==> src/rtl/data_mem_if_if.sv <==
// CPU-side and memory-side signal bundle for the data-memory access unit.
// master: the access unit itself; slave: the core/memory environment around it.
interface data_mem_if_if;
  logic        cpu_req;
  logic        cpu_we;
  logic [1:0]  cpu_size;
  logic [31:0] cpu_addr;
  logic [31:0] cpu_wdata;
  logic        cpu_stall;
  logic        cpu_done;
  logic        cpu_misalign;
  logic        cpu_timeout;
  logic [31:0] cpu_rdata;
  logic [1:0]  cpu_byte;
  logic        mem_req;
  logic        mem_we;
  logic [31:0] mem_addr;
  logic [3:0]  mem_be;
  logic [31:0] mem_wdata;
  logic        mem_ack;
  logic [31:0] mem_rdata;

  modport master (
    input  cpu_req, cpu_we, cpu_size, cpu_addr, cpu_wdata, mem_ack, mem_rdata,
    output cpu_stall, cpu_done, cpu_misalign, cpu_timeout, cpu_rdata, cpu_byte,
           mem_req, mem_we, mem_addr, mem_be, mem_wdata
  );

  modport slave (
    output cpu_req, cpu_we, cpu_size, cpu_addr, cpu_wdata, mem_ack, mem_rdata,
    input  cpu_stall, cpu_done, cpu_misalign, cpu_timeout, cpu_rdata, cpu_byte,
           mem_req, mem_we, mem_addr, mem_be, mem_wdata
  );
endinterface

==> src/rtl/data_mem_if.sv <==
// Multi-cycle data-memory access unit: alignment check, lane enables, write
// replication, bounded wait for mem_ack, and raw load-word capture.
//
// state | meaning
// IDLE  | waiting for cpu_req; alignment checked and request captured here
// REQ   | mem_req asserted, waiting for mem_ack or the wait limit
// DONE  | one-cycle cpu_done, core advances
// ERR   | one-cycle cpu_misalign or cpu_timeout, core advances
module data_mem_if #(
  parameter int TIMEOUT = 255
) (
  input  logic             clk,
  input  logic             rst,
  data_mem_if_if.master    bus
);

  typedef enum logic [1:0] {IDLE, REQ, DONE, ERR} state_t;

  localparam logic [7:0] CNT_LAST = 8'(TIMEOUT - 1);

  state_t      state, state_nx;
  logic [7:0]  cnt;
  logic        err_to;
  logic [1:0]  byte_q;
  logic        misalign;
  logic [3:0]  be_nx;
  logic [31:0] wdata_nx;

  always_comb begin
    misalign = 1'b0;
    unique case (bus.cpu_size)
      2'b00:   misalign = 1'b0;
      2'b01:   misalign = bus.cpu_addr[0];
      2'b10:   misalign = (bus.cpu_addr[1:0] != 2'b00);
      default: misalign = 1'b1;
    endcase
  end

  always_comb begin
    be_nx    = 4'b1111;
    wdata_nx = bus.cpu_wdata;
    unique case (bus.cpu_size)
      2'b00: begin
        wdata_nx = {4{bus.cpu_wdata[7:0]}};
        if (bus.cpu_we) be_nx = 4'b0001 << bus.cpu_addr[1:0];
      end
      2'b01: begin
        wdata_nx = {2{bus.cpu_wdata[15:0]}};
        if (bus.cpu_we) be_nx = bus.cpu_addr[1] ? 4'b1100 : 4'b0011;
      end
      default: ;
    endcase
  end

  always_ff @(posedge clk or posedge rst) begin
    if (rst) state <= IDLE;
    else     state <= state_nx;
  end

  always_comb begin
    state_nx = state;
    unique case (state)
      IDLE: if (bus.cpu_req) state_nx = misalign ? ERR : REQ;
      REQ: begin
        if (bus.mem_ack)          state_nx = DONE;
        else if (cnt == CNT_LAST) state_nx = ERR;
      end
      DONE:    state_nx = IDLE;
      ERR:     state_nx = IDLE;
      default: state_nx = IDLE;
    endcase
  end

  always_comb begin
    bus.cpu_stall    = 1'b0;
    bus.cpu_done     = 1'b0;
    bus.cpu_misalign = 1'b0;
    bus.cpu_timeout  = 1'b0;
    unique case (state)
      IDLE:    bus.cpu_stall = bus.cpu_req && !rst;
      REQ:     bus.cpu_stall = !rst;
      DONE:    bus.cpu_done = 1'b1;
      ERR: begin
        bus.cpu_misalign = !err_to;
        bus.cpu_timeout  = err_to;
      end
      default: ;
    endcase
  end

  // Registered memory-side outputs stay frozen for the whole REQ phase.
  always_ff @(posedge clk or posedge rst) begin
    if (rst) begin
      bus.mem_req   <= 1'b0;
      bus.mem_we    <= 1'b0;
      bus.mem_addr  <= '0;
      bus.mem_be    <= '0;
      bus.mem_wdata <= '0;
      bus.cpu_rdata <= '0;
      bus.cpu_byte  <= '0;
      byte_q        <= '0;
      cnt           <= '0;
      err_to        <= 1'b0;
    end else begin
      unique case (state)
        IDLE: begin
          if (bus.cpu_req) begin
            err_to <= 1'b0;
            if (!misalign) begin
              bus.mem_req   <= 1'b1;
              bus.mem_we    <= bus.cpu_we;
              bus.mem_addr  <= {bus.cpu_addr[31:2], 2'b00};
              bus.mem_be    <= be_nx;
              bus.mem_wdata <= wdata_nx;
              byte_q        <= bus.cpu_addr[1:0];
              cnt           <= '0;
            end
          end
        end
        REQ: begin
          if (bus.mem_ack) begin
            bus.mem_req <= 1'b0;
            bus.mem_we  <= 1'b0;
            if (!bus.mem_we) begin
              bus.cpu_rdata <= bus.mem_rdata;
              bus.cpu_byte  <= byte_q;
            end
          end else if (cnt == CNT_LAST) begin
            bus.mem_req <= 1'b0;
            bus.mem_we  <= 1'b0;
            err_to      <= 1'b1;
          end else begin
            cnt <= cnt + 8'd1;
          end
        end
        default: ;
      endcase
    end
  end

endmodule

==> src/flat_wrapper.sv <==
// flat-port wrapper written by rule: the top's interface ports become plain ports
module data_mem_if_flat 
#(
  parameter int TIMEOUT = 255
)
  (clk, rst, bus_cpu_req, bus_cpu_we, bus_cpu_size, bus_cpu_addr, bus_cpu_wdata, bus_mem_ack, bus_mem_rdata, bus_cpu_stall, bus_cpu_done, bus_cpu_misalign, bus_cpu_timeout, bus_cpu_rdata, bus_cpu_byte, bus_mem_req, bus_mem_we, bus_mem_addr, bus_mem_be, bus_mem_wdata);
  data_mem_if_if bus_i ();
  input  logic clk;
  input  logic rst;
  input wire logic [$bits(bus_i.cpu_req)-1:0] bus_cpu_req;
  input wire logic [$bits(bus_i.cpu_we)-1:0] bus_cpu_we;
  input wire logic [$bits(bus_i.cpu_size)-1:0] bus_cpu_size;
  input wire logic [$bits(bus_i.cpu_addr)-1:0] bus_cpu_addr;
  input wire logic [$bits(bus_i.cpu_wdata)-1:0] bus_cpu_wdata;
  input wire logic [$bits(bus_i.mem_ack)-1:0] bus_mem_ack;
  input wire logic [$bits(bus_i.mem_rdata)-1:0] bus_mem_rdata;
  output wire logic [$bits(bus_i.cpu_stall)-1:0] bus_cpu_stall;
  output wire logic [$bits(bus_i.cpu_done)-1:0] bus_cpu_done;
  output wire logic [$bits(bus_i.cpu_misalign)-1:0] bus_cpu_misalign;
  output wire logic [$bits(bus_i.cpu_timeout)-1:0] bus_cpu_timeout;
  output wire logic [$bits(bus_i.cpu_rdata)-1:0] bus_cpu_rdata;
  output wire logic [$bits(bus_i.cpu_byte)-1:0] bus_cpu_byte;
  output wire logic [$bits(bus_i.mem_req)-1:0] bus_mem_req;
  output wire logic [$bits(bus_i.mem_we)-1:0] bus_mem_we;
  output wire logic [$bits(bus_i.mem_addr)-1:0] bus_mem_addr;
  output wire logic [$bits(bus_i.mem_be)-1:0] bus_mem_be;
  output wire logic [$bits(bus_i.mem_wdata)-1:0] bus_mem_wdata;
  assign bus_i.cpu_req = bus_cpu_req;
  assign bus_i.cpu_we = bus_cpu_we;
  assign bus_i.cpu_size = bus_cpu_size;
  assign bus_i.cpu_addr = bus_cpu_addr;
  assign bus_i.cpu_wdata = bus_cpu_wdata;
  assign bus_i.mem_ack = bus_mem_ack;
  assign bus_i.mem_rdata = bus_mem_rdata;
  assign bus_cpu_stall = bus_i.cpu_stall;
  assign bus_cpu_done = bus_i.cpu_done;
  assign bus_cpu_misalign = bus_i.cpu_misalign;
  assign bus_cpu_timeout = bus_i.cpu_timeout;
  assign bus_cpu_rdata = bus_i.cpu_rdata;
  assign bus_cpu_byte = bus_i.cpu_byte;
  assign bus_mem_req = bus_i.mem_req;
  assign bus_mem_we = bus_i.mem_we;
  assign bus_mem_addr = bus_i.mem_addr;
  assign bus_mem_be = bus_i.mem_be;
  assign bus_mem_wdata = bus_i.mem_wdata;
  data_mem_if #(.TIMEOUT(TIMEOUT)) u_core (.clk(clk), .rst(rst), .bus(bus_i));
endmodule
==> config.mk <==
export PLATFORM = sky130hd
export DESIGN_NAME = data_mem_if_flat
export DESIGN_NICKNAME = d
export VERILOG_FILES = /design/src/rtl/data_mem_if_if.sv /design/src/rtl/data_mem_if.sv /design/src/flat_wrapper.sv
export SDC_FILE = /design/constraint.sdc
export NUM_CORES = 1
export LEC_CHECK = 0
export BUFFER_PORTS_ARGS = -buffer_cell sky130_fd_sc_hd__buf_2
export CAP_MARGIN = 10
export CORE_ASPECT_RATIO = 1.75
export CORE_MARGIN = 2
export CORE_UTILIZATION = 31
export DETAILED_ROUTE_END_ITERATION = 16
export GPL_ROUTABILITY_DRIVEN = 0
export SETUP_SLACK_MARGIN = 0.15
export SLEW_MARGIN = 20
export SYNTH_ARGS = -nofsm -noshare
export SYNTH_HDL_FRONTEND = slang
export SYNTH_SLANG_ARGS = --single-unit
==> constraint.sdc <==
create_clock -name clk -period 4.5 [get_ports clk]
set_input_delay 0.225 -clock clk [delete_from_list [all_inputs] [get_ports clk]]
set_output_delay 0.225 -clock clk [all_outputs]
set_load 0.005 [all_outputs]
==> results.md, run 1 <==
Status:
- The flow ran to the end, but the final reports show violations.
- The final reports fail on negative hold slack.

Yosys:
- In this run, synthesis inferred 0 flip-flops with an integrated enable.
- The biggest area contributor in the post-synthesis netlist is sky130_fd_sc_hd__dfrtp_1.
- The synthesized area divided by synthesized cell count is 10.7 µm².
- The leading register cell type out of synthesis is sky130_fd_sc_hd__dfrtp_1.
- The count of mapped cells out of synthesis is 465.
- After synthesis, the cell types taking the most area are sky130_fd_sc_hd__dfrtp_1 (58%), sky130_fd_sc_hd__nand2_1 (12%), sky130_fd_sc_hd__mux2_2 (7.3%).
- The post-synthesis cell type count is 41.
- Of all flip-flops after synthesis, the portion carrying an async set or reset was 100%.
- During synthesis, Yosys emitted a total of 0 warnings.
- After synthesis the cells add up to 4960 µm².
- The share of the synthesized area in the top cell type is 58.0%.
- After synthesis the netlist holds a flip-flop and latch count of 115.
- The sequential cell area fraction in the yosys report is 58.0%.

Job:
- The total of max-cap violations is 0.

Cells and area:
- The number of fillers in the final layout is 1545.
- The post-route netlist has 40.8% of its cells at a drive strength greater than 1.
- The library cells used most frequently in the layout, excluding fill and tap cells, are sky130_fd_sc_hd__buf_2 (208), sky130_fd_sc_hd__nand2_1 (152), sky130_fd_sc_hd__dfrtp_1 (115).
- The most common library cell in the layout ignoring fill and taps is sky130_fd_sc_hd__buf_2.
- From synthesis to final layout, the design area changed by 37.0%.
- The total inserted antenna cells is 0.
- In the final design database the tool counted 787 nets.

Setup path:
- The maximum fanout encountered on the critical timing path is 35.
- The worst setup path is of the flip-flop to flip-flop kind.
- The worst setup path is captured at a flip-flop.
- The startpoint of the most critical register-to-register path is u_core.state[0].
- STA classifies the critical path startpoint as a flip-flop.
- The origin of the worst setup path is u_core.state[0].
- The worst endpoint required time is 4780 ps.
- Data on the critical path arrives at its endpoint at 2410 ps.

Clock network:
- The post-CTS clock slew at the launch and capture registers of the worst setup and hold paths is 50 ps.
- The H-tree depth is 4.
- The number of instances resized during post-cts repair is 0.
- The worst-skew pair later-pin latency is 400 ps.
- Counting every sink on the clock net gives 115.
- TritonCTS built the clock tree.
- In this run the deepest clock path goes through 2 buffers.
- The number of hold buffers added after CTS is 11.
- The cell chosen for the clock root is sky130_fd_sc_hd__clkbuf_16.
- The CTS buffer count is 17.
- The number of setup buffers added after CTS is 0.

Timing:
- The clock period could shrink to 2130 ps.
- The accumulated negative setup slack is 0 ps.
- Derived from the worst setup path, the maximum achievable clock frequency is 0.469 GHz.
- The worst slew margin relative to its limit is 51.3%.
- The final worst-path cycle share is 47.4%.
- On the final layout, the worst hold slack is -36.4 ps.
- The hold violation count in the final report is 46.
- Setup repair after global routing left no endpoint under its margin.
- The worst path meets setup with 2370 ps of slack.
- The pin slew with the least headroom to its limit is 727 ps.
- The clock arrives with 10.8 ps of skew.
- The total count of max-transition violations in the final report came to 0.
- Setup violations remaining at the end of the flow were counted as 0.

Global routing:
- The total grt overflow is 0.
- The largest net degree at the start of global routing is 80.
- The first global-routing pass estimated 20100 µm of wire.
- The number of antenna violations at the first check in global routing is 0.
- Across every metal layer, demand over resource in global routing totals 15.0%.
- The number of global-route vias before repair is 4063.

Floorplanning:
- The number of ports placed on the die boundary is 211.
- For this configuration, the core starts out at a cell density of 31.4%.
- After floorplanning, the core was sized to cover 15800 µm².
- Measured along the y axis, the die boundary spans 171 µm.
- The die covers 17100 µm².
- The chip width is 99.6 µm.
- The number of rows in the core area is 61.

Power:
- Summed over all cells, the static leakage comes to 3.61 nW.
- Across the VDD grid, the largest voltage drop is 0.235 mV.
- In this run the power density over the cells is 653 nW/µm².

Detailed routing:
- The routed design has 12900 µm of wire.
- The count of nets left with antenna violations once routing finished came out at 0.
- The routed via count divided by cell count is 4.62.
- The post-detailed-route DRC marker count is 0.
- The post-detailed-route wirelength per cell is 14.6 µm.
- The count of vias placed by the detailed router is 4078.
- The number of search-and-repair iterations in the first detailed-routing pass is 6.
- The iteration-0 DRC count of the detailed router is 153.

Placed design:
- The count of input and output buffers is 208.
- The setup slack after placement is 1910 ps.
- The half-perimeter wire length of the detailed placement result is 9440 µm.

Worst hold path:
- The tightest min-delay check is of the primary input to async pin type.
## cells by family after synthesis
family	after synthesis	share of synthesized area (%)
muxes	60	13.0
AOI/OAI and AO/OA	63	7.97
and+or+nand+nor	192	16.5
other	1	0.0756
DFF	115	58.0
buffers and inverters	32	3.91
adders and majority gates	2	0.505
## Yosys cell counts (5+ instances only)
cell                       instances
sky130_fd_sc_hd__buf_2             8
sky130_fd_sc_hd__o21ai_0          25
sky130_fd_sc_hd__clkbuf_1          5
sky130_fd_sc_hd__nand2_1         152
sky130_fd_sc_hd__inv_1             6
sky130_fd_sc_hd__mux2i_1          26
sky130_fd_sc_hd__a21oi_1          17
sky130_fd_sc_hd__nor2_1           16
sky130_fd_sc_hd__and3_1            6
sky130_fd_sc_hd__buf_4             9
sky130_fd_sc_hd__dfrtp_1         115
sky130_fd_sc_hd__mux2_2           32
## power by group
group          total, mW  internal (mW)  switching (mW)
Combinational       1.32          0.669           0.648
Sequential          1.78           1.51           0.270
Clock               1.33          0.875           0.459
## final timing paths
path / cells after the start / endpoint / slack, ps
setup / recovery: 5 / u_core.cnt[7] / 2370
hold / removal: 2 / u_core.bus.cpu_rdata[8] / -40
setup reg to reg: 5 / u_core.cnt[7] / 2370
hold reg to reg: 2 / u_core.bus.mem_addr[12] / 470
max in group asynchronous: 3 / u_core.bus.cpu_rdata[30] / 3570
min in group clk: 3 / u_core.bus.mem_addr[19] / 20
## cell type report
class / count / area, µm² / area share [%]
well taps: 189 / 236 / 3.48
clock inverters: 10 / 135 / 1.99
clock buffers: 20 / 447 / 6.57
repair buffers: 223 / 1180 / 17.4
inverters: 6 / 27.5 / 0.405
multi-input cells: 319 / 1890 / 27.8
flip-flops and latches: 115 / 2880 / 42.3
## per-layer routing
layer  routed length, µm  up-vias  global-route usage [%]
met4                 295        0                    6.73
met5                   0        -                       0
met3                 755       21                    3.49
met1                5140     1913                    17.6
met2                6730      161                    25.8
li1                    -     1983                       -
## registers in the layout (all words and copies together) (netlist names)
name / flops
u_core.bus.cpu_rdata: 32
u_core.bus.mem_wdata: 32
u_core.bus.mem_we: 1
u_core.byte_q: 2
u_core.err_to: 1
u_core.bus.mem_addr: 30
u_core.bus.mem_req: 1
u_core.state: 2
u_core.bus.cpu_byte: 2
u_core.bus.mem_be: 4
u_core.cnt: 8
## critical path, stage by stage (launching register included)
cell and delay, ps:
sky130_fd_sc_hd__dfrtp_1 470, sky130_fd_sc_hd__nor2_1 350, sky130_fd_sc_hd__o211a_1 380, sky130_fd_sc_hd__buf_4 420
sky130_fd_sc_hd__nor2_2 90, sky130_fd_sc_hd__a221o_1 290
## through the flow
step                      utilization, %  instance area [µm²]  std cells  power, mW
after global routing                43.0                 6800        882       4.76
after detailed placement            38.6                 6100        841       3.15
after CTS                           43.0                 6790        882       4.52
final                               43.0                 6800        882       4.44
after floorplan                        -                 4960        466       2.47
after global placement              38.6                 6100        841       3.10
No activity file was read; power rests on OpenSTA's default activity.
==> run 2, diff against run 1 <==
Clock period 4.5 ns to 1.8 ns, I/O delays scaled along.
==> run 2 against run 1 <==
  * The run now ends clean
  * Non-clock buffer count rose by 98
  * Utilization rose by 6.7 points
  * Clock-buffer cell count fell by 2
  * Clock power rose by 140%
  * Maximum frequency rose by 30%
  * Cell count rose by 11%
  * Sequential share of layout area fell by 5.7 points
  * Largest cell class unchanged
  * Critical path type unchanged
  * Combinational power rose to 2.8 times the previous value
  * Die area did not move
  * Sequential power rose to 2.5 times the previous value
==> results.md, run 2 (synthesized netlist as in run 1, its figures left out) <==
Global routing:
- The number of global-route vias before repair came to 4749 (was 4063).
- The largest net degree at the start of global routing is 60 (was 80).
- The global routing usage on met1 was 19.0% (was 17.6%).
- The met2 global-route usage is 30.3% (was 25.8%).
- The global-route track usage on met3 came to 3.66% (was 3.49%).
- The aggregate global-route resource usage is 17.0% (was 15.0%).
- The number of antenna violations at the first check in global routing is 0 (unchanged).
- The layer carrying the most global-route usage was met2 (unchanged).
- The total grt overflow is 0 (unchanged).
- The first-pass GRT wire length is 23100 µm (was 20100 µm).

Detailed routing:
- The post-detailed-route DRC marker count came to 0 (unchanged).
- The number of search-and-repair iterations in the first detailed-routing pass is 4 (was 6).
- The overall routed net length is 14900 µm (was 12900 µm).
- The count of vias placed by the detailed router came to 4612 (was 4078).
- The number of nets with antenna violations after routing is 0 (unchanged).
- The routed via count divided by cell count was 4.70 (was 4.62).
- The iteration-0 DRC count of the detailed router is 141 (was 153).
- The post-detailed-route wirelength per cell is 15.2 µm (was 14.6 µm).

Job:
- The total of max-cap violations is 0 (unchanged).

Power:
- The sequential cell fraction of total power came to 39.2% (was 40.2%).
- The combinational power share is 32.7% (was 29.7%).
- The share of power burned in the clock network was 28.1% (was 30.1%).
- The peak supply drop is 0.584 mV (was 0.235 mV).
- The fraction of power spent switching nets is 32.1% (was 31.1%).
- The net switching power is 3.68 mW (was 1.38 mW).
- The total leakage power came to 4.05 nW (was 3.61 nW).
- The power per cell area is 1460 nW/µm² (was 653 nW/µm²).
- The internal power consumption is 7.78 mW (was 3.06 mW).

Status:
- Result of the run: finished, final reports clean (was finished, violations left).

Setup path:
- The reg-to-reg setup timing slack is 160 ps (was 2370 ps).
- The end of the worst register-to-register path is u_core.bus.cpu_rdata[26] (was u_core.cnt[7]).
- The start-to-end type of the worst setup path is flip-flop to flip-flop (unchanged).
- The maximum fanout encountered on the critical timing path is 15 (was 35).
- The data arrival at the endpoint of the critical path was 1920 ps (was 2410 ps).
- The startpoint of the most critical register-to-register path is u_core.state[1] (was u_core.state[0]).
- The kind of start point of the critical path is a flip-flop (unchanged).
- The worst endpoint required time is 2080 ps (was 4780 ps).
- The kind of capture point of the worst setup path was a flip-flop (unchanged).
- The number of cells on the worst reg-to-reg path is 5 (unchanged).

Cells and area:
- Top flop regs: u_core.bus.cpu_rdata: 32 flops, u_core.bus.mem_wdata: 32 flops, u_core.bus.mem_addr: 30 flops (unchanged).
- The fraction of final layout cells sized beyond drive strength 1 is 38.3% (was 40.8%).
- The number of fillers in the final layout is 1381 (was 1545).
- Most used cells in the layout excluding fill and tap cells: sky130_fd_sc_hd__buf_2 (209), sky130_fd_sc_hd__nand2_1 (152), sky130_fd_sc_hd__dfrtp_1 (113) (was sky130_fd_sc_hd__buf_2 (208), sky130_fd_sc_hd__nand2_1 (152), sky130_fd_sc_hd__dfrtp_1 (115)).
- The area overhead of the layout relative to synthesis came to 58.4% (was 37.0%).
- The finished layout cell area is 7860 µm² (was 6800 µm²).
- The total inserted antenna cells is 0 (unchanged).
- The core occupancy in the finished layout is 49.7% (was 43.0%).
- The most common library cell in the layout ignoring fill and taps is sky130_fd_sc_hd__buf_2 (unchanged).
- The number of nets in the finished design is 885 (was 787).

Clock network:
- The CTS tree is done (unchanged).
- The worst-skew pair later-pin latency came to 410 ps (was 400 ps).
- The cell chosen for the clock root is sky130_fd_sc_hd__clkbuf_16 (unchanged).
- The post-CTS clock slew at the launch and capture registers of the worst setup and hold paths is 60 ps (was 50 ps).
- The buffer levels on the longest clock path is 2 (unchanged).
- The total clock sinks is 115 (unchanged).
- The H-tree depth came to 4 (unchanged).
- The CTS buffer count is 17 (unchanged).

Worst hold path:
- For hold timing, the worst endpoint is u_core.bus.mem_wdata[28].
- The worst hold path was traced through 3 stages.
- The worst hold path startpoint is bus_cpu_wdata[28].
- The worst hold path class is primary input to flip-flop (was primary input to async pin).

Placed design:
- The half-perimeter wire length of the detailed placement result is 9740 µm (was 9440 µm).
- The count of input and output buffers is 208 (unchanged).
- The setup slack after placement was 94.4 ps (was 1910 ps).
- The placement-stage cell area was 6240 µm² (was 6100 µm²).

Floorplanning:
- The die extent in y is 171 µm (unchanged).
- The initial core utilization came to 31.4% (unchanged).
- The number of ports placed on the die boundary came to 211 (unchanged).
- The number of rows in the core area is 61 (unchanged).
- The core region area is 15800 µm² (unchanged).
- The chip width is 99.6 µm (unchanged).
- The area of the die is 17100 µm² (unchanged).

Timing:
- The worst setup skew after layout came to 14.3 ps (was 10.8 ps).
- The accumulated negative setup slack is 0 ps (unchanged).
- Setup repair after global routing missed its margin: no (unchanged).
- The post-layout worst setup margin is 162 ps (was 2370 ps).
- The final worst-path cycle share is 91.0% (was 47.4%).
- The hold violation count in the final report is 0 (was 46).
- The total count of max-transition violations in the final report was 0 (unchanged).
- The minimum hold slack came to 21.7 ps (was -36.4 ps).
- The upper clock frequency limit is 0.610 GHz (was 0.469 GHz).
- The final critical delay including setup and external delays is 1640 ps (was 2130 ps).
- The number of failing setup endpoints in the final timing report came to 0 (unchanged).
run 2: layout make-up:
type,count,area [µm²],share of cell area (%)
flip-flops and latches,115,2880,36.7
repair buffers,321,2240,28.5
multi-input cells,319,1900,24.2
clock buffers,18,429,5.46
well taps,189,236,3.01
clock inverters,13,138,1.75
inverters,6,26.3,0.335
run 2: through the flow:
step / std cells / power (mW)
2_1_floorplan: 466 / 6.18
3_3_place_gp: 848 / 7.83
3_5_place_dp: 848 / 7.98
4_1_cts: 974 / 11.5
5_1_grt: 981 / 12.3
6_report: 981 / 11.5
run 2: worst max path at each step:
stage	start	depth (start not counted)	end
after floorplan	u_core.state[1]	5	u_core.bus.cpu_rdata[10]
after global placement	u_core.cnt[0]	6	u_core.cnt[7]
after detailed placement	u_core.cnt[0]	6	u_core.cnt[7]
after CTS	u_core.state[0]	4	u_core.bus.cpu_rdata[11]
after global routing	u_core.state[1]	5	u_core.bus.cpu_rdata[2]
final	u_core.state[1]	5	u_core.bus.cpu_rdata[26]
run 2: routing by layer:
metal | up-vias | share of wire (%)
li1 | 2179 | -
met1 | 2212 | 38
met2 | 192 | 54
met3 | 29 | 4.9
met4 | 0 | 3.0
met5 | - | 0
run 2: critical path: stages, from the launching register on:
cell and delay [ps]:
sky130_fd_sc_hd__dfrtp_2 450, sky130_fd_sc_hd__nand2b_4 190, sky130_fd_sc_hd__nor3_4 220, sky130_fd_sc_hd__buf_12 150, sky130_fd_sc_hd__clkbuf_16 170, sky130_fd_sc_hd__mux2_2 340
run 2: power by group through the flow:
| stage | Sequential (mW) | Combinational, mW | Clock (mW) |
|---|---|---|---|
| floorplan | 4.53 | 1.65 | 0 |
| global placement | 4.43 | 3.40 | 0 |
| detailed placement | 4.49 | 3.49 | 0 |
| CTS | 4.46 | 3.66 | 3.33 |
| global route | 4.64 | 4.18 | 3.45 |
| finish | 4.49 | 3.75 | 3.22 |
run 2: repair_timing:
item,in CTS,in global routing
cloned,0,1
pin swaps,0,2
gates resized for setup,2,3
buffers inserted,0,6
setup endpoints to repair,1,75
endpoints found under the hold margin,111,0
hold buffers,95,0
==> run 3, diff against run 2 <==
Settings changed: CORE_UTILIZATION 31 to 51, PLACE_DENSITY set to 0.85.
Clock period 1.8 ns to 2.1 ns, I/O delays scaled along.
==> run 3 against run 2 <==
  * First-iteration DRC count is 86% higher
  * Final area is 5.0% lower
  * Largest cell class unchanged
  * Routed wire length is 10% higher
  * Critical endpoint is now u_core.cnt[7]
  * Via count is 3.9% higher
  * Sequential power is 12% lower
  * Clock skew is 2.4 ps lower
  * Sequential cell count stayed put
==> results.md, run 3 (synthesized netlist as in run 1, its figures left out) <==
Power:
- The peak supply drop is 0.909 mV (was 0.584 mV).
- The total leakage power is 3.92 nW (was 4.05 nW).
- The power per cell area is 1290 nW/µm² (was 1460 nW/µm²).

Cells and area:
- The combined area of the multi-input logic cells is 1890 µm² (was 1900 µm²).
- The number of fillers in the final layout is 542 (was 1381).
- The fraction of final layout cells sized beyond drive strength 1 is 37.5% (was 38.3%).
- The total inserted antenna cells was 0 (unchanged).
- The most common library cell in the layout ignoring fill and taps is sky130_fd_sc_hd__buf_2 (unchanged).
- The storage element area is 2880 µm² (about the same).
- The area overhead of the layout relative to synthesis is 50.5% (was 58.4%).
- Top flop regs: u_core.bus.cpu_rdata: 32 flops, u_core.bus.mem_wdata: 32 flops, u_core.bus.mem_addr: 30 flops (unchanged).
- The number of nets in the finished design is 863 (was 885).
- The finished layout cell area came to 7460 µm² (was 7860 µm²).
- Most used cells in the layout excluding fill and tap cells: sky130_fd_sc_hd__buf_2 (208), sky130_fd_sc_hd__nand2_1 (152), sky130_fd_sc_hd__dfrtp_1 (115) (was sky130_fd_sc_hd__buf_2 (209), sky130_fd_sc_hd__nand2_1 (152), sky130_fd_sc_hd__dfrtp_1 (113)).

Setup path:
- The buffers plus inverters on the worst setup path was 1 (was 2).
- The reg-to-reg setup timing slack is 390 ps (was 160 ps).
- The standard cell with the maximum stage delay on the critical path is sky130_fd_sc_hd__dfrtp_1 (was sky130_fd_sc_hd__dfrtp_2).
- The biggest cell delay along the critical path is 420 ps (was 450 ps).
- The capturing instance or port of the critical path is u_core.cnt[7] (was u_core.bus.cpu_rdata[26]).
- The maximum fanout encountered on the critical timing path was 11 (was 15).
- The path length in cells of the critical path came to 6 (was 5).
- The worst endpoint required time is 2390 ps (was 2080 ps).
- The start-to-end type of the worst setup path is flip-flop to flip-flop (unchanged).
- The number of cells on the worst reg-to-reg path is 6 (was 5).
- The startpoint of the most critical register-to-register path is u_core.cnt[0] (was u_core.state[1]).
- The end of the worst register-to-register path is u_core.cnt[7] (was u_core.bus.cpu_rdata[26]).
- Series of cell instances along the critical path: inv_1 -> ha_1 -> nand3_1 -> o211a_1 -> and3_1 -> a221o_1 (was nand2b_4 -> nor3_4 -> buf_12 -> clkbuf_16 -> mux2_2).
- The kind of start point of the critical path is a flip-flop (unchanged).
- The data arrival at the endpoint of the critical path came to 2000 ps (was 1920 ps).
- The origin of the worst setup path is u_core.cnt[0] (was u_core.state[1]).
- The family with the most delay on the worst path was compound AO/OA/AOI/OAI gates (was flip-flops).
- The kind of capture point of the worst setup path is a flip-flop (unchanged).

Clock network:
- The post-CTS clock slew at the launch and capture registers of the worst setup and hold paths is 50 ps (was 60 ps).
- The post-CTS setup repair buffer count is 0 (unchanged).
- The CTS buffer count is 17 (unchanged).
- The worst-skew pair later-pin latency is 410 ps (about the same).
- The cell chosen for the clock root is sky130_fd_sc_hd__clkbuf_16 (unchanged).
- The H-tree depth is 4 (unchanged).
- The CTS tree is done (unchanged).
- The buffer levels on the longest clock path was 2 (unchanged).
- The total clock sinks was 115 (unchanged).
- The number of instances resized during post-cts repair is 0 (was 2).
- The number of hold buffers added after CTS is 83 (was 95).

Worst hold path:
- The hold-critical path depth is 3 (unchanged).
- The worst hold path startpoint is bus_cpu_wdata[12] (was bus_cpu_wdata[28]).
- The worst hold path class is primary input to flip-flop (unchanged).

Global routing:
- The largest net degree at the start of global routing is 82 (was 60).
- The number of antenna violations at the first check in global routing is 0 (unchanged).
- The aggregate global-route resource usage came to 32.1% (was 17.0%).
- The first-pass GRT wire length is 25800 µm (was 23100 µm).
- The number of global-route vias before repair is 5136 (was 4749).
- The total grt overflow was 0 (unchanged).

Floorplanning:
- The die extent in y is 134 µm (was 171 µm).
- The number of ports placed on the die boundary is 211 (unchanged).
- The chip width is 78.5 µm (was 99.6 µm).
- The area of the die is 10600 µm² (was 17100 µm²).
- The core region area is 9470 µm² (was 15800 µm²).
- The initial core utilization is 52.4% (was 31.4%).
- The number of rows in the core area was 47 (was 61).

Timing:
- The final critical delay including setup and external delays is 1710 ps (was 1640 ps).
- The worst setup skew after layout was 11.9 ps (was 14.3 ps).
- The number of failing setup endpoints in the final timing report is 0 (unchanged).
- The hold violation count in the final report is 0 (unchanged).
- The accumulated negative setup slack is 0 ps (unchanged).
- The total count of max-transition violations in the final report is 0 (unchanged).
- The upper clock frequency limit is 0.584 GHz (was 0.610 GHz).
- The final worst-path cycle share is 81.6% (was 91.0%).
- Setup repair after global routing missed its margin: no (unchanged).

Placed design:
- The half-perimeter wire length of the detailed placement result is 9360 µm (was 9740 µm).
- The placement-stage cell area is 6100 µm² (was 6240 µm²).
- The count of input and output buffers is 208 (unchanged).

Detailed routing:
- The post-detailed-route wirelength per cell was 18.5 µm (was 15.2 µm).
- The post-detailed-route DRC marker count was 0 (unchanged).
- The count of vias placed by the detailed router was 4790 (was 4612).
- The number of search-and-repair iterations in the first detailed-routing pass is 5 (was 4).
- The routed via count divided by cell count came to 5.36 (was 4.70).
- The overall routed net length came to 16500 µm (was 14900 µm).
- The number of nets with antenna violations after routing is 0 (unchanged).
- The iteration-0 DRC count of the detailed router came to 262 (was 141).

Status:
- Result of the run: finished, final reports clean (unchanged).

Job:
- The total of max-cap violations is 0 (unchanged).
## run 3: cell types whose count changed in the layout (fill, tap and decap cells not counted), sizes merged
| cell | change |
|---|---|
| dlygate4sd3 | -12 |
| bufinv | -2 |
| clkbuf | +1 |
| buf | -9 |
| clkinvlp | +1 |
## run 3: worst register-to-register path, delay by kind of cell, from the launching register on
family          cells  cell delay, ps
simple gates        2             340
fa+ha+maj           1             140
flops               1             420
buf+inv             1              70
compound gates      2             620
## run 3: worst min path at each step
| stage | endpoint | slack [ps] |
|---|---|---|
| after global placement | u_core.bus.mem_we | 280 |
| after floorplan | u_core.bus.mem_addr[10] | 210 |
| final | u_core.bus.mem_wdata[12] | 10 |
| after CTS | u_core.bus.mem_wdata[15] | 2 |
| after global routing | u_core.bus.mem_wdata[17] | 20 |
| after detailed placement | u_core.bus.mem_addr[14] | 290 |
## run 3: layout make-up
cell class              instances  share of cell area [%]
clock buffers                  20                    5.99
clock inverters                12                    1.14
inverters                       6                   0.352
multi-input cells             319                    25.3
flip-flops and latches        115                    38.6
well taps                     122                    2.05
repair buffers                299                    26.6
## run 3: power breakdown
group          switching [mW]  leakage, nW  internal, mW
clock                    1.03        0.252          1.53
combinational            1.59         2.24          1.57
sequential              0.699         1.42          3.25
## run 3: per-layer routing
| layer | wire (µm) | share of wire (%) | global-route usage (%) |
|---|---|---|---|
| met3 | 1230 | 7.5 | 9.69 |
| met1 | 5530 | 34 | 32.1 |
| met4 | 735 | 4.5 | 16.8 |
| met5 | 0 | 0 | 0 |
| met2 | 8990 | 55 | 58.5 |
## run 3: stage by stage
step	util (%)	setup slack [ps]	hold WS, ps	instances	power [mW]
after floorplan	-	529	210	466	5.30
after global placement	64.4	455	278	778	6.61
after detailed placement	64.4	386	291	778	6.79
after CTS	78.8	387	1.67	893	9.48
after global routing	78.8	256	18.3	893	10.2
final	78.8	386	11.9	893	9.66
